==> src/rtl/rs232_tx_arbiter_pkg.sv <==
`default_nettype none
// ============================================================================
// Module  : rs232_tx_arbiter_pkg
// Purpose : Shared definitions for the RS232 transmit arbiter: FSM state
//           encoding, default header base and the header-byte helper.
// Ports   : none (package)
// Rev     : 1.0 - initial release
// ============================================================================
package rs232_tx_arbiter_pkg;

  // Width of a requester index; supports up to 8 requesters.
  localparam int GRANT_W = 3;

  // Default header base; the granted index is ORed into bits [2:0].
  localparam logic [7:0] HEADER_BASE_DEFAULT = 8'hA0;

  typedef enum logic [1:0] {
    ST_IDLE    = 2'd0,
    ST_HEADER  = 2'd1,
    ST_FORWARD = 2'd2
  } state_e;

  function automatic logic [7:0] header_byte(input logic [7:0]         base,
                                             input logic [GRANT_W-1:0] idx);
    return base | {5'b0, idx};
  endfunction

endpackage
`default_nettype wire

==> src/rtl/rs232_tx_arbiter_rr_select.sv <==
`default_nettype none
// ============================================================================
// Module  : rr_select
// Purpose : Round-robin requester selector. Finds the first set request bit
//           starting at last_grant+1 and wrapping around.
// Ports   : req_i        - request vector, one bit per requester
//           last_grant_i - index of the previously granted requester
//           next_grant_o - selected index (last_grant_i when nothing set)
//           any_o        - at least one request bit is set
// Rev     : 1.0 - initial release
// ============================================================================
module rr_select
  import rs232_tx_arbiter_pkg::*;
#(
  parameter int NUM_PORTS = 4
) (
  input  logic [NUM_PORTS-1:0] req_i,
  input  logic [GRANT_W-1:0]   last_grant_i,
  output logic [GRANT_W-1:0]   next_grant_o,
  output logic                 any_o
);

  logic [2*NUM_PORTS-1:0] req2;
  logic [NUM_PORTS-1:0]   rot;
  logic                   found;
  int                     idx;

  always_comb begin
    // Rotate so that bit 0 of rot is requester last_grant+1.
    req2         = {req_i, req_i};
    rot          = NUM_PORTS'(req2 >> (int'(last_grant_i) + 1));
    next_grant_o = last_grant_i;
    found        = 1'b0;
    idx          = 0;
    for (int k = 0; k < NUM_PORTS; k++) begin
      if (!found && rot[k]) begin
        found = 1'b1;
        idx   = int'(last_grant_i) + 1 + k;
        if (idx >= NUM_PORTS) begin
          idx = idx - NUM_PORTS;
        end
        next_grant_o = GRANT_W'(idx);
      end
    end
  end

  assign any_o = |req_i;

endmodule
`default_nettype wire

==> src/rtl/rs232_tx_arbiter.sv <==
`default_nettype none
// ============================================================================
// Module  : rs232_tx_arbiter
// Purpose : Arbitrates byte packets from NUM_PORTS requesters onto a single
//           RS232 transmit stream. Each packet is prefixed by a header byte
//           (HEADER_BASE | index); a stalled requester loses its grant after
//           TIMEOUT idle cycles.
// Ports   : clock, reset          - clock, async active-high reset
//           req_data/valid/last   - per-requester byte stream (in)
//           req_ready             - per-requester byte accepted (out)
//           odata/ovalid/oready   - registered byte stream to transmitter
//           grant                 - current / most recent granted index
//           timeout_flag          - sticky, set on a timeout revocation
// Rev     : 1.0 - initial release
// ============================================================================
module rs232_tx_arbiter
  import rs232_tx_arbiter_pkg::*;
#(
  parameter int         NUM_PORTS   = 4,
  parameter logic [7:0] HEADER_BASE = HEADER_BASE_DEFAULT,
  parameter int         TIMEOUT     = 1024
) (
  input  logic                   clock,
  input  logic                   reset,
  input  logic [NUM_PORTS*8-1:0] req_data,
  input  logic [NUM_PORTS-1:0]   req_valid,
  input  logic [NUM_PORTS-1:0]   req_last,
  output logic [NUM_PORTS-1:0]   req_ready,
  output logic [7:0]             odata,
  output logic                   ovalid,
  input  logic                   oready,
  output logic [GRANT_W-1:0]     grant,
  output logic                   timeout_flag
);

  localparam int               CNT_W    = $clog2(TIMEOUT);
  localparam logic [CNT_W-1:0] CNT_LAST = CNT_W'(TIMEOUT - 1);

  state_e               state_q;
  logic [GRANT_W-1:0]   grant_q;
  logic [7:0]           odata_q;
  logic                 ovalid_q;
  logic [CNT_W-1:0]     idle_cnt_q;
  logic                 timeout_flag_q;

  logic [GRANT_W-1:0]   grant_d;
  logic                 any_req;
  logic [NUM_PORTS-1:0] gnt_oh;
  logic [7:0]           sel_data;
  logic                 sel_valid;
  logic                 sel_last;
  logic                 out_free;
  logic                 accept;

  rr_select #(
    .NUM_PORTS (NUM_PORTS)
  ) u_rr_select (
    .req_i        (req_valid),
    .last_grant_i (grant_q),
    .next_grant_o (grant_d),
    .any_o        (any_req)
  );

  // One-hot decode of the grant plus the granted requester's byte.
  always_comb begin
    gnt_oh   = '0;
    sel_data = '0;
    for (int i = 0; i < NUM_PORTS; i++) begin
      if (grant_q == GRANT_W'(i)) begin
        gnt_oh[i] = 1'b1;
        sel_data  = req_data[8*i +: 8];
      end
    end
  end

  // The output register can take a byte when empty or draining this cycle.
  assign out_free  = !ovalid_q || oready;
  assign sel_valid = |(req_valid & gnt_oh);
  assign sel_last  = |(req_last & gnt_oh);
  assign req_ready = (state_q == ST_FORWARD && out_free) ? gnt_oh : '0;
  assign accept    = (state_q == ST_FORWARD) && out_free && sel_valid;

  always_ff @(posedge clock or posedge reset) begin
    if (reset) begin
      state_q        <= ST_IDLE;
      grant_q        <= GRANT_W'(NUM_PORTS - 1);
      odata_q        <= '0;
      ovalid_q       <= 1'b0;
      idle_cnt_q     <= '0;
      timeout_flag_q <= 1'b0;
    end else begin
      // Downstream handshake empties the output register; a load later in
      // this block overrides it.
      if (ovalid_q && oready) begin
        ovalid_q <= 1'b0;
      end
      case (state_q)
        ST_IDLE: begin
          // Arbitrate only once the previous packet has fully drained.
          if (!ovalid_q && any_req) begin
            grant_q <= grant_d;
            state_q <= ST_HEADER;
          end
        end
        ST_HEADER: begin
          if (out_free) begin
            odata_q    <= header_byte(HEADER_BASE, grant_q);
            ovalid_q   <= 1'b1;
            idle_cnt_q <= '0;
            state_q    <= ST_FORWARD;
          end
        end
        ST_FORWARD: begin
          if (accept) begin
            odata_q    <= sel_data;
            ovalid_q   <= 1'b1;
            idle_cnt_q <= '0;
            if (sel_last) begin
              state_q <= ST_IDLE;
            end
          end else if (idle_cnt_q == CNT_LAST) begin
            // Revoke the grant; a pending output byte still drains in IDLE.
            idle_cnt_q     <= '0;
            timeout_flag_q <= 1'b1;
            state_q        <= ST_IDLE;
          end else begin
            idle_cnt_q <= idle_cnt_q + CNT_W'(1);
          end
        end
        default: state_q <= ST_IDLE;
      endcase
    end
  end

  assign odata        = odata_q;
  assign ovalid       = ovalid_q;
  assign grant        = grant_q;
  assign timeout_flag = timeout_flag_q;

endmodule
`default_nettype wire

==> config.mk <==
export PLATFORM = sky130hd
export DESIGN_NAME = rs232_tx_arbiter
export DESIGN_NICKNAME = d
export VERILOG_FILES = /design/src/rtl/rs232_tx_arbiter_pkg.sv /design/src/rtl/rs232_tx_arbiter_rr_select.sv /design/src/rtl/rs232_tx_arbiter.sv
export SDC_FILE = /design/constraint.sdc
export NUM_CORES = 1
export LEC_CHECK = 0
export ABC_AREA = 1
export ABC_CLOCK_PERIOD_IN_PS = 1990
export CORE_AREA = 10 10 90 92
export CTS_CLUSTER_DIAMETER = 30
export CTS_CLUSTER_SIZE = 16
export DETAILED_ROUTE_END_ITERATION = 8
export DIE_AREA = 0 0 100 102
export PLACE_DENSITY = 0.65
export SLEW_MARGIN = 5
export SYNTH_ARGS = -nofsm -noshare
export SYNTH_HDL_FRONTEND = slang
export SYNTH_SLANG_ARGS = --single-unit
==> constraint.sdc <==
create_clock -name clock -period 1.99 [get_ports clock]
set_clock_uncertainty 0.15 [all_clocks]
set_input_delay 0.2985 -clock clock [delete_from_list [all_inputs] [get_ports clock]]
set_output_delay 0.2985 -clock clock [all_outputs]
set_load 0.02 [all_outputs]
; ---- After elaboration in Yosys (flattened, before gate mapping)
; Cells that the tools add are included.
[totals]
input_bits = 43
reg_bits = 25
out_inout_bits = 17
word_cells = 95
[op_classes]
shift = 1
n_eq_ne = 11
magnitude_cmp = 4
bitwise = 3
reduce_logical = 24
muxes = 37
n_addsub = 9
[ops]
columns = operator, n
row1 = 32-bit by 4-bit greater-or-equal comparator with 1-bit output (second input constant), 3
row2 = 8-bit 2-to-1 mux, 6
row3 = 10-bit 2-to-1 mux, 3
row4 = 3-bit 2-to-1 mux, 8
row5 = 10-bit case mux with 2 select lines, 1
row6 = 8-bit case mux with 2 select lines, 1
row7 = 4-bit OR reduction, 3
row8 = 3-bit subtractor (second input constant), 4
row9 = 10-bit by 1-bit adder with 10-bit output (second input constant), 1
row10 = 4-bit by 2-bit adder with 5-bit output (second input constant), 2
row11 = 10-bit == test (second input constant), 1
row12 = 1-bit 2-to-1 mux, 10
row13 = 2-bit 2-to-1 mux, 5
row14 = 3-bit AND reduction, 3
row15 = 4-bit bitwise AND, 2
row16 = 8-bit by 4-bit >> shifter with 4-bit output, 1
row17 = 1-bit logical AND, 7
row18 = 3-bit by 2-bit == test with 1-bit output (second input constant), 2
row19 = 2-bit inequality test (second input constant), 3
row20 = 2-bit case mux with 3 select lines, 1
row21 = 4-bit by 1-bit adder with 5-bit output (second input constant), 1
row22 = 3-bit by 1-bit adder with 4-bit output (second input constant), 1
row23 = 4-bit by 3-bit greater-or-equal comparator with 1-bit output (second input constant), 1
row24 = 1-bit zero test, 4
row25 = other kinds (15), 15

; ---- Logic depth before layout (Yosys ltp)
; Gate-level depths: netlist of the first run.
[depth]
ltp_word = 13
depth_mapped = 15
ltp_nobuf = 14

; ---- Hierarchy
; Synthesis of the first run repeated with hierarchy kept, for this count alone.
[hier_totals]
hier_cells = 314
hier_area_um2 = 2192.1
[modules_own_cells]
columns = mod, n_inst, cells_each, seq_area_each_um2, area_each_um2
row1 = rs232_tx_arbiter, 1, 228, 628.1, 1662.8
row2 = rr_select, 1, 86, 0.0, 529.3

; ---- Worst setup path before layout of the first run
; No wires, ideal clock.
[synth_path]
kind = reg-to-output
startpoint = reg grant_q[1] (netlist: grant[1])
endpoint = out req_ready[3]
path_stages_with_launch = 6
t_arrival_ns = 1.701
slack_ns = -0.159
path_buffers = 1
required_ns = 1.541
path_cell_list = dfstp_2 ha_1 ha_1 inv_1 clkbuf_1 nor2_1
[synth_via]
elab_chain_len = 3
[synth_lines]
columns = item, line_no
row1 = start: declaration, rs232_tx_arbiter.sv:40  ; logic [GRANT_W-1:0] grant_q;
row2 = start signal: assignment, rs232_tx_arbiter.sv:86  ; grant_q <= GRANT_W'(NUM_PORTS - 1);
row3 = start signal: assignment, rs232_tx_arbiter.sv:101  ; grant_q <= grant_d;
row4 = 3-bit by 2-bit == test with 1-bit output, rs232_tx_arbiter.sv:69  ; if (grant_q == GRANT_W'(i)) begin
row5 = 1-bit 2-to-1 mux, rs232_tx_arbiter.sv:69
row6 = 4-bit 2-to-1 mux, rs232_tx_arbiter.sv:80  ; assign req_ready = (state_q == ST_FORWARD && out_free) ? gnt_oh : '0;
row7 = end: declaration, rs232_tx_arbiter.sv:28  ; output logic [NUM_PORTS-1:0] req_ready,
; Every way passes these cells.

; ---- Worst setup path in the final report of the first run
[layout_path]
startpoint = reg grant_q[1] (netlist: grant[1])
endpoint = reg state_q[1]
[layout_via]
elab_chain_len = 7
elab_cells_between_ends = 18
classes_between = 5 x eq/ne / 6 x mux / 2 x bitwise / 5 x reduce/logical
[layout_lines]
columns = item, line_no
row1 = 3-bit by 1-bit == test with 1-bit output (tied with other cells), rs232_tx_arbiter.sv:69
row2 = 1-bit 2-to-1 mux, rs232_tx_arbiter.sv:69
row3 = 4-bit bitwise AND, rs232_tx_arbiter.sv:78  ; assign sel_valid = |(req_valid & gnt_oh);
row4 = 4-bit OR reduction, rs232_tx_arbiter.sv:78
row5 = 1-bit logical AND, rs232_tx_arbiter.sv:81  ; assign accept = (state_q == ST_FORWARD) && out_free && sel_valid;
row6 = 3-bit by 2-bit inequality test with 1-bit output (no line) (tied with other cells), n/a
row7 = 4-bit AND reduction (no line) / 2-bit case mux with 3 select lines (equally long branches), n/a
row8 = end signal: assignment, rs232_tx_arbiter.sv:85  ; state_q <= ST_IDLE;
row9 = end signal: assignment, rs232_tx_arbiter.sv:102  ; state_q <= ST_HEADER;
row10 = end signal: assignment, rs232_tx_arbiter.sv:110  ; state_q <= ST_FORWARD;
row11 = end: declaration, rs232_tx_arbiter.sv:39  ; state_e state_q;
; Several ways; a longest one is shown, not always the timed one.
; A chain may end at the register's enable or synchronous reset.

==> flow_summary.toml, run 1 <==
[place]
postPlaceCellArea_mm2 = 0.00318
gp_congestion = 0.840
dp_hpwl_um = 5150
dpl_worst_slack_ns = -0.384
portBuffers = 59

[timing]
finalCritPeriodShare_pct = 104
drv_slew = 0
relSlewSlack_pct = 78.8
setup_viol = 21
rsz0062_at_grt = "true"
setup_ws_ns = -0.0865
min_period_ns = 2.08
tns_ns = -0.908
hold_viol = 0
fmaxAchievable_mhz = 482
worst_slew_pin_slew_ns = 0.318

[floorplan]
dieArea_mm2 = 0.0102
core_area_mm2 = 0.00628
ios = 60
die-height_um = 102
core.rowCount = 29
initial_core_util_pct = 34.0
die_w_um = 100

[synth]
yosys_warnings = 0
postSynthCellCount = 301
syn_nets = 357
synth.cell_area_mm2 = 0.00213
synth.distinct_cells = 35
syn_area_per_cell_um2 = 7.09
ys_seq_elements = 25
seq_area_frac_synth_pct = 29.4

[cts]
cts_inserted_buffers = 3
path_clk_slew_ns = 0.09
clk_latency_ns = 0.27
cts_tree = "yes"
hold_buffers = 0
cts.path.max_buffers = 2
cts_sinks = 25
htree_levels = 1
cts_root_buffer = "clkbuf_8"

[route]
first_iter_violations = 66
firstDrtPassIters = 4
via_per_inst = 4.65
postRouteAntennaNets = 0
vias = 2304
routedWlPerCell_um = 13.1
drt-total-wl_um = 6500
drc = 0

[critical_path]
worst-path-buf-inv = 4
cp_max_fo = 3
crit_family = "simple AND/OR/NAND/NOR gates"
crit_type = "reg2reg"
slowest_stage = "dfstp_2"
end_kind = "flip-flop"
cpMostUsedCell = "nand2_4"
critPathMaxStageDelay_ns = 0.58
worstPathCellList = "buf_6 -> inv_6 -> ha_4 -> inv_4 -> nor2_8 -> nand2_4 -> nand2_4 -> nor2_4 -> nor2_4 -> nor2_8 -> nand2_4 -> nand3_4 -> inv_2 -> nand2_1 -> nand2_1"
crit_path_start_kind = "flip-flop"
worst_ep_arrival_time_ns = 2.09
crit_required_ns = 2.01

[worst_hold_path]
hold_class = "in2async"

[final_layout]
seqCellArea_um2 = 629
fin_area_mm2 = 0.00359
mostFrequentLayoutCell = "nand2_1"
final_util_pct = 57.2
diodes = 0
drive_above_1_share_pct = 36.4
nFillCells = 568
multi_input_area_mm2 = 0.00155
syn2layout_area_growth_pct = 68.4
nNetsFinal = 475
mostFrequentLayoutCells = "nand2_1 (76), clkdlybuf4s50_1 (52), buf_4 (50), inv_1 (24), dfrtp_1 (22)"

[global_routing]
first_global_vias = 2335
antenna_found_initial = 0
grt_max_degree = 26
grt_pass1_wl_um = 10800
grt_overflow = 0
track_usage_pct = 12.8

[power_and_ir_drop]
p_leak_uw = 0.00165
peakVddDrop_mv = 0.960
power_density_mw_per_mm2 = 1480

[flow_run]
cap_violations = 0

[run_status]
violations = "negative setup slack"
status = "finished, violations left"
layout make-up:
type	instances	area share, %
flip-flops and latches	25	17.5
inverters	41	5.12
multi-input cells	230	43.2
repair buffers	118	30.1
well taps	77	2.68
clock inverters	1	0.209
clock buffers	3	1.15
power breakdown:
group | total, µW | switching [µW] | internal [µW]
registers | 726 | 85.4 | 640
clock network | 306 | 164 | 142
logic | 4270 | 2310 | 1960
layer usage:
metal / wire length (µm) / vias to the layer above / track usage, %
li1: - / 1206 / -
met1: 2750 / 1062 / 14.9
met2: 3430 / 30 / 23.5
met3: 240 / 6 / 2.23
met4: 78 / 0 / 3.37
met5: 0 / - / 0
cells in the mapped netlist, drive strengths merged:
library cell	n	share of area (%)
a21oi	12	2.8
a22oi	3	1.1
a31o	2	0.82
a31oi	4	1.2
and2	1	0.29
buf	5	2.0
clkbuf	1	0.18
dfrtp	23	27
dfstp	2	2.5
ha	13	7.6
inv	41	7.4
nand2	94	19
nand3	22	5.4
nand3b	1	0.35
nand4	4	1.2
nor2	34	10
nor3	7	2.1
o211ai	5	1.8
o21a	1	0.35
o21ai	19	4.5
o21bai	2	0.70
xnor2	2	0.82
xor2	3	1.2
flip-flops by register name, summed over array words and instances (netlist names):
register	count
idle_cnt_q	10
grant	3
state_q	2
odata	8
ovalid	1
timeout_flag	1
repair_timing:
action | 4_1_cts | 5_1_grt
setup endpoints to repair | 29 | 29
buffers inserted | 13 | 4
pin swaps | 19 | 19
resized for setup | 47 | 40
cloned | 1 | 0
final timing paths:
check | cells past startpoint | slack, ns | to | startpoint
worst max-delay path | 15 | -0.09 | state_q[1] | grant[1]
worst min-delay path | 3 | 0.21 | idle_cnt_q[3] | reset
worst max register to register | 15 | -0.09 | state_q[1] | grant[1]
worst min register to register | 2 | 0.34 | odata[4] | odata[4]
max in group asynchronous | 3 | 1.18 | grant[0] | reset
min in group clock | 2 | 0.34 | odata[4] | odata[4]
through the flow:
step                total power, µW  instances  hold slack, ns
floorplan                      3080        301           0.174
CTS                            5030        491           0.225
detailed placement             4290        473           0.326
global route                   5800        495           0.253
global placement               4230        473           0.315
finish                         5300        495           0.213
tightest hold or removal path, delay by kind of cell:
family / cells / cell delay (ns)
buf+inv: 3 / 0.74
logic make-up (layout without fill, tap and decap cells):
| logic type | after synthesis | after routing | synth area share (%) |
|---|---|---|---|
| buf+inv | 47 | 163 | 9.62 |
| fa+ha+maj | 13 | 13 | 7.62 |
| compound gates | 48 | 48 | 13.1 |
| flops | 25 | 25 | 29.4 |
| xor+xnor | 5 | 5 | 2.05 |
| simple gates | 163 | 164 | 38.1 |
Power figures use the tool's default switching activity.
==> inputs of run 2 (changes only) <==
--- a/config.mk
+++ b/config.mk
@@ -7,12 +7,12 @@
 export LEC_CHECK = 0
 export ABC_AREA = 1
 export ABC_CLOCK_PERIOD_IN_PS = 1990
-export CORE_AREA = 10 10 90 92
+export CORE_AREA = 10 10 97 99
 export CTS_CLUSTER_DIAMETER = 30
 export CTS_CLUSTER_SIZE = 16
 export DETAILED_ROUTE_END_ITERATION = 8
-export DIE_AREA = 0 0 100 102
-export PLACE_DENSITY = 0.65
+export DIE_AREA = 0 0 107 109
+export PLACE_DENSITY = 0.57
 export SLEW_MARGIN = 5
 export SYNTH_ARGS = -nofsm -noshare
 export SYNTH_HDL_FRONTEND = slang
==> run 2 against run 1 <==
Effect of this change:
- the flow still finishes with violations (negative setup slack)
- via count is 0.13% lower
- largest cell class unchanged
- combinational power is 0.9% lower
- total power down 0.56%
- sequential cell count did not move
- count of clock-buffer cells in the layout stayed put
- non-clock buffer count fell by 3
- global-route usage down 1.2 points
- routed wire length grew 4.0%
- critical endpoint is now odata[5]
- critical path depth decreased by 1
==> flow_summary.toml, run 2 (same netlist as run 1, synthesis figures left out) <==
[run_status]
status = "finished, violations left"
violations = "negative setup slack"

[worst_hold_path]
hold_class = "in2async"

[cts]
cts_sinks = 25
cts_tree = "yes"
htree_levels = 1
cts_root_buffer = "clkbuf_8"
cts_inserted_buffers = 3
clk_latency_ns = 0.27
path_clk_slew_ns = 0.09
cts.path.max_buffers = 2

[critical_path]
slowest_stage = "dfstp_2"
worstPathCellList = "buf_4 -> buf_4 -> ha_4 -> inv_6 -> nor2_8 -> nand2_4 -> nand2_4 -> nor2_4 -> nor2_4 -> nor2_8 -> buf_12 -> nor2_8 -> nor2_1 -> a31oi_1"
crit_type = "reg2reg"
cp_max_fo = 5
worst_ep_arrival_time_ns = 2.14
end_kind = "flip-flop"
r2r_slack_ns = -0.10
rr_endpoint = "odata[5]"
crit_required_ns = 2.04
critPathMaxStageDelay_ns = 0.57
r2r.worst_path.cells = 14
cpMostUsedCell = "nor2_8"
rr_startpoint = "grant[0]"
crit_path_start_kind = "flip-flop"

[power_and_ir_drop]
power.total_uw = 5270
power_frac_comb_pct = 80.3
power_frac_clock_pct = 5.9
power_density_mw_per_mm2 = 1480
switching_power_uw = 2570
p_leak_uw = 0.00162
switching_share_pct = 48.8
pwr-share-seq_pct = 13.8
peakVddDrop_mv = 0.760
p_int_uw = 2700

[global_routing]
track_usage_pct = 11.6
grt_max_degree = 26
grt_pass1_wl_um = 11300
first_global_vias = 2384
grt_overflow = 0
antenna_found_initial = 0

[route]
postRouteAntennaNets = 0
via_per_inst = 4.45
routedWlPerCell_um = 13.1
first_iter_violations = 74
drt-total-wl_um = 6760
drc = 0
vias = 2301
firstDrtPassIters = 4

[timing]
min_period_ns = 2.09
fmaxAchievable_mhz = 478
relSlewSlack_pct = 76.9
holdWs_ns = 0.217
drv_slew = 0
worst_slew_pin_slew_ns = 0.345
rsz0062_at_grt = "true"
finalCritPeriodShare_pct = 105
setup_viol = 21
setup_ws_ns = -0.101
hold_viol = 0

[floorplan]
die-height_um = 109
ios = 60
die_w_um = 107
core_area_mm2 = 0.00753
core.rowCount = 32
dieArea_mm2 = 0.0117
initial_core_util_pct = 28.3

[final_layout]
drive_above_1_share_pct = 35.9
largest_reg_flops = 10
syn2layout_area_growth_pct = 67.4
mostFrequentLayoutCell = "nand2_1"
top_register = "idle_cnt_q"
fin_area_mm2 = 0.00357
mostFrequentLayoutCells = "nand2_1 (78), clkdlybuf4s50_1 (52), buf_4 (52), inv_1 (24), dfrtp_1 (23)"
nFillCells = 772
seqCellArea_um2 = 628
multi_input_area_mm2 = 0.00154
nNetsFinal = 472
diodes = 0

[place]
dp_hpwl_um = 5260
gp_congestion = 0.802
postPlaceCellArea_mm2 = 0.00324
portBuffers = 59

[flow_run]
cap_violations = 0
==> run 2: metal layers <==
metal	GRT usage, %	wire length, µm	vias up
li1	-	-	1203
met1	14.7	3100	1049
met2	20.4	3330	45
met3	1.71	310	4
met4	2.32	32	0
met5	0	0	-
==> run 2: final cells by class <==
class | instances | area share (%)
repair buffers | 115 | 29.0
well taps | 102 | 3.57
clock buffers | 3 | 1.16
multi-input cells | 230 | 43.2
flip-flops and latches | 25 | 17.6
inverters | 41 | 5.29
clock inverters | 1 | 0.140
==> run 2: power by group through the flow <==
stage | logic, µW | registers, µW | clock network (µW)
floorplan | 2230 | 847 | 0
global placement | 3540 | 752 | 0
detailed placement | 3590 | 758 | 0
CTS | 3960 | 725 | 319
global route | 4720 | 740 | 335
finish | 4230 | 727 | 312
==> run 2: timing repair <==
action / 4_1_cts / 5_1_grt
pin swaps: 8 / 9
hold buffers: 0 / 0
resized for setup: 43 / 44
endpoints found under the setup margin: 29 / 29
cloned: 1 / 0
setup buffers: 9 / 2
==> run 2: worst max-delay path by stage <==
stage / from / endpoint / slack (ns) / cells past startpoint
after floorplan: grant[0] / grant[2] / -0.09 / 11
after global placement: oready / req_ready[1] / -0.29 / 6
after detailed placement: oready / req_ready[1] / -0.33 / 6
after CTS: grant[1] / odata[2] / -0.06 / 14
after global routing: grant[1] / grant[2] / -0.24 / 11
final: grant[0] / odata[5] / -0.10 / 14
==> run 2: worst max-delay path: cells and delay by family (launching register included) <==
family          cells  cell delay [ns]
compound gates      1             0.13
fa+ha+maj           1             0.16
buf+inv             4             0.40
flops               1             0.57
simple gates        8             0.61
==> run 2: metrics by stage <==
stage	instances	TNS, ns	util [%]	worst slack, ns
2_1_floorplan	301	-0.527	-	-0.0933
3_3_place_gp	501	-1.77	43.0	-0.293
3_5_place_dp	501	-2.48	43.0	-0.332
4_1_cts	515	-0.677	45.5	-0.0634
5_1_grt	517	-3.48	47.5	-0.237
6_report	517	-1.21	47.5	-0.101
==> inputs of run 3 (changes only) <==
--- a/config.mk
+++ b/config.mk
@@ -7,11 +7,11 @@
 export LEC_CHECK = 0
 export ABC_AREA = 1
 export ABC_CLOCK_PERIOD_IN_PS = 1990
-export CORE_AREA = 10 10 97 99
+export CORE_AREA = 10 10 76 127
 export CTS_CLUSTER_DIAMETER = 30
 export CTS_CLUSTER_SIZE = 16
 export DETAILED_ROUTE_END_ITERATION = 8
-export DIE_AREA = 0 0 107 109
+export DIE_AREA = 0 0 86 137
 export PLACE_DENSITY = 0.57
 export SLEW_MARGIN = 5
 export SYNTH_ARGS = -nofsm -noshare
==> run 3 against run 2 <==
Effect of this change:
- the flow still finishes with violations (negative setup slack)
- sequential power rose by 3.7%
- routed wire length up 6.0%
- final area shrank 1.4%
- setup slack got worse by 0.044 ns
- highest routed layer unchanged
==> flow_summary.toml, run 3 (same netlist as run 1, synthesis figures left out) <==
[critical_path]
cp_max_fo = 5
startpoint = "grant[1]"
crit_type = "reg2reg"
crit_family = "simple AND/OR/NAND/NOR gates"
rr_startpoint = "grant[1]"
end_kind = "flip-flop"
path_depth = 14
worst_ep_arrival_time_ns = 2.13
rr_endpoint = "odata[2]"
crit_path_end = "odata[2]"
r2r_slack_ns = -0.14
r2r.worst_path.cells = 14
crit_required_ns = 1.99
critPathMaxStageDelay_ns = 0.61
slowest_stage = "dfstp_2"
crit_path_start_kind = "flip-flop"
cpMostUsedCell = "nor2_4"
worstPathCellList = "buf_6 -> inv_6 -> ha_4 -> inv_4 -> nor2_4 -> nand2_2 -> nand2_2 -> nor2_4 -> nor2_4 -> nor2_8 -> buf_12 -> nor2_8 -> o211ai_1 -> nand2_1"
worst-path-buf-inv = 4

[final_layout]
mostFrequentLayoutCells = "nand2_1 (77), clkdlybuf4s50_1 (52), buf_4 (44), inv_1 (26), dfrtp_1 (23)"
top_register = "idle_cnt_q"
mostFrequentLayoutCell = "nand2_1"
final_util_pct = 46.9
multi_input_area_mm2 = 0.00154
largest_reg_flops = 10
diodes = 0
syn2layout_area_growth_pct = 65.2
drive_above_1_share_pct = 32.4
layoutNonFillerInstCount = 496
nNetsFinal = 465
seqCellArea_um2 = 628
nFillCells = 748

[global_routing]
grt_pass1_wl_um = 11400
grt_overflow = 0
antenna_found_initial = 0
grt_max_degree = 26
first_global_vias = 2475
track_usage_pct = 12.0

[run_status]
violations = "negative setup slack"
status = "finished, violations left"

[power_and_ir_drop]
p_leak_uw = 0.00160
peakVddDrop_mv = 0.937
power_density_mw_per_mm2 = 1530

[timing]
rsz0062_at_grt = "true"
worst_slew_pin_slew_ns = 0.341
fmaxAchievable_mhz = 468
hold_viol = 0
setup_ws_ns = -0.145
setup_viol = 21
min_period_ns = 2.13
relSlewSlack_pct = 77.3
drv_slew = 0
finalCritPeriodShare_pct = 107

[cts]
path_clk_slew_ns = 0.07
cts_sinks = 25
cts_inserted_buffers = 3
htree_levels = 1
cts_tree = "yes"
hold_buffers = 0
cts.path.max_buffers = 2
clk_latency_ns = 0.26
cts_root_buffer = "clkbuf_16"

[floorplan]
die_w_um = 86
core_area_mm2 = 0.00751
core.rowCount = 42
initial_core_util_pct = 28.4
dieArea_mm2 = 0.0118
die-height_um = 137
ios = 60

[route]
postRouteAntennaNets = 0
drc = 0
drt-total-wl_um = 7170
firstDrtPassIters = 4
routedWlPerCell_um = 14.5
via_per_inst = 4.69
vias = 2324
first_iter_violations = 60

[flow_run]
cap_violations = 0

[place]
dp_hpwl_um = 5790
gp_congestion = 0.825
dpl_worst_slack_ns = -0.293
portBuffers = 59
dpl.cell_count = 480

[worst_hold_path]
hold_class = "in2async"
## run 3: per-stage QoR
step	power, µW	area, µm²	hold WS [ns]	setup TNS (ns)
finish	5380	3520	0.251	-1.99
global route	5850	3520	0.292	-4.37
CTS	5020	3340	0.277	-1.53
detailed placement	4340	3170	0.319	-3.21
global placement	4290	3170	0.313	-2.75
floorplan	3080	2230	0.174	-0.527
## run 3: area by class of cell
| cell class | instances | share of cell area, % |
|---|---|---|
| repair buffers | 108 | 27.7 |
| well taps | 88 | 3.13 |
| inverters | 41 | 5.36 |
| multi-input cells | 230 | 43.8 |
| flip-flops and latches | 25 | 17.8 |
| clock buffers | 4 | 2.24 |
## run 3: repair_timing
item,CTS,global route
gates cloned,1,0
gates resized for setup,30,45
setup endpoints to repair,31,29
pin swaps,6,26
setup buffers,8,4
## run 3: worst min path at each step
stage | start | endpoint | slack, ns | depth (start not counted)
6_report | reset | odata[3] | 0.25 | 3
5_1_grt | reset | odata[3] | 0.29 | 3
2_1_floorplan | reset | grant[2] | 0.17 | 1
3_3_place_gp | odata[6] | odata[6] | 0.31 | 2
3_5_place_dp | odata[2] | odata[2] | 0.32 | 2
4_1_cts | reset | odata[3] | 0.28 | 3
## run 3: layer usage
| metal | global-route usage, % | share of wire, % | vias to the layer above | routed length [µm] |
|---|---|---|---|---|
| li1 | - | - | 1182 | - |
| met1 | 10.6 | 35 | 1096 | 2500 |
| met2 | 25.8 | 61 | 34 | 4360 |
| met3 | 1.01 | 2.1 | 12 | 150 |
| met4 | 4.23 | 2.2 | 0 | 157 |
| met5 | 0 | 0 | - | 0 |
## run 3: worst register-to-register path, stage by stage, from the launching register on
cell	delay, ns
dfstp_2	0.61
buf_6	0.14
inv_6	0.04
ha_4	0.16
inv_4	0.05
nor2_4	0.04
nand2_2	0.07
nand2_2	0.06
nor2_4	0.15
nor2_4	0.07
nor2_8	0.14
buf_12	0.12
nor2_8	0.04
o211ai_1	0.10
nand2_1	0.07
## run 3: power breakdown
part | internal (µW) | switching [µW] | total [µW]
Sequential | 641 | 113 | 754
Combinational | 1880 | 2300 | 4170
Clock | 274 | 184 | 458
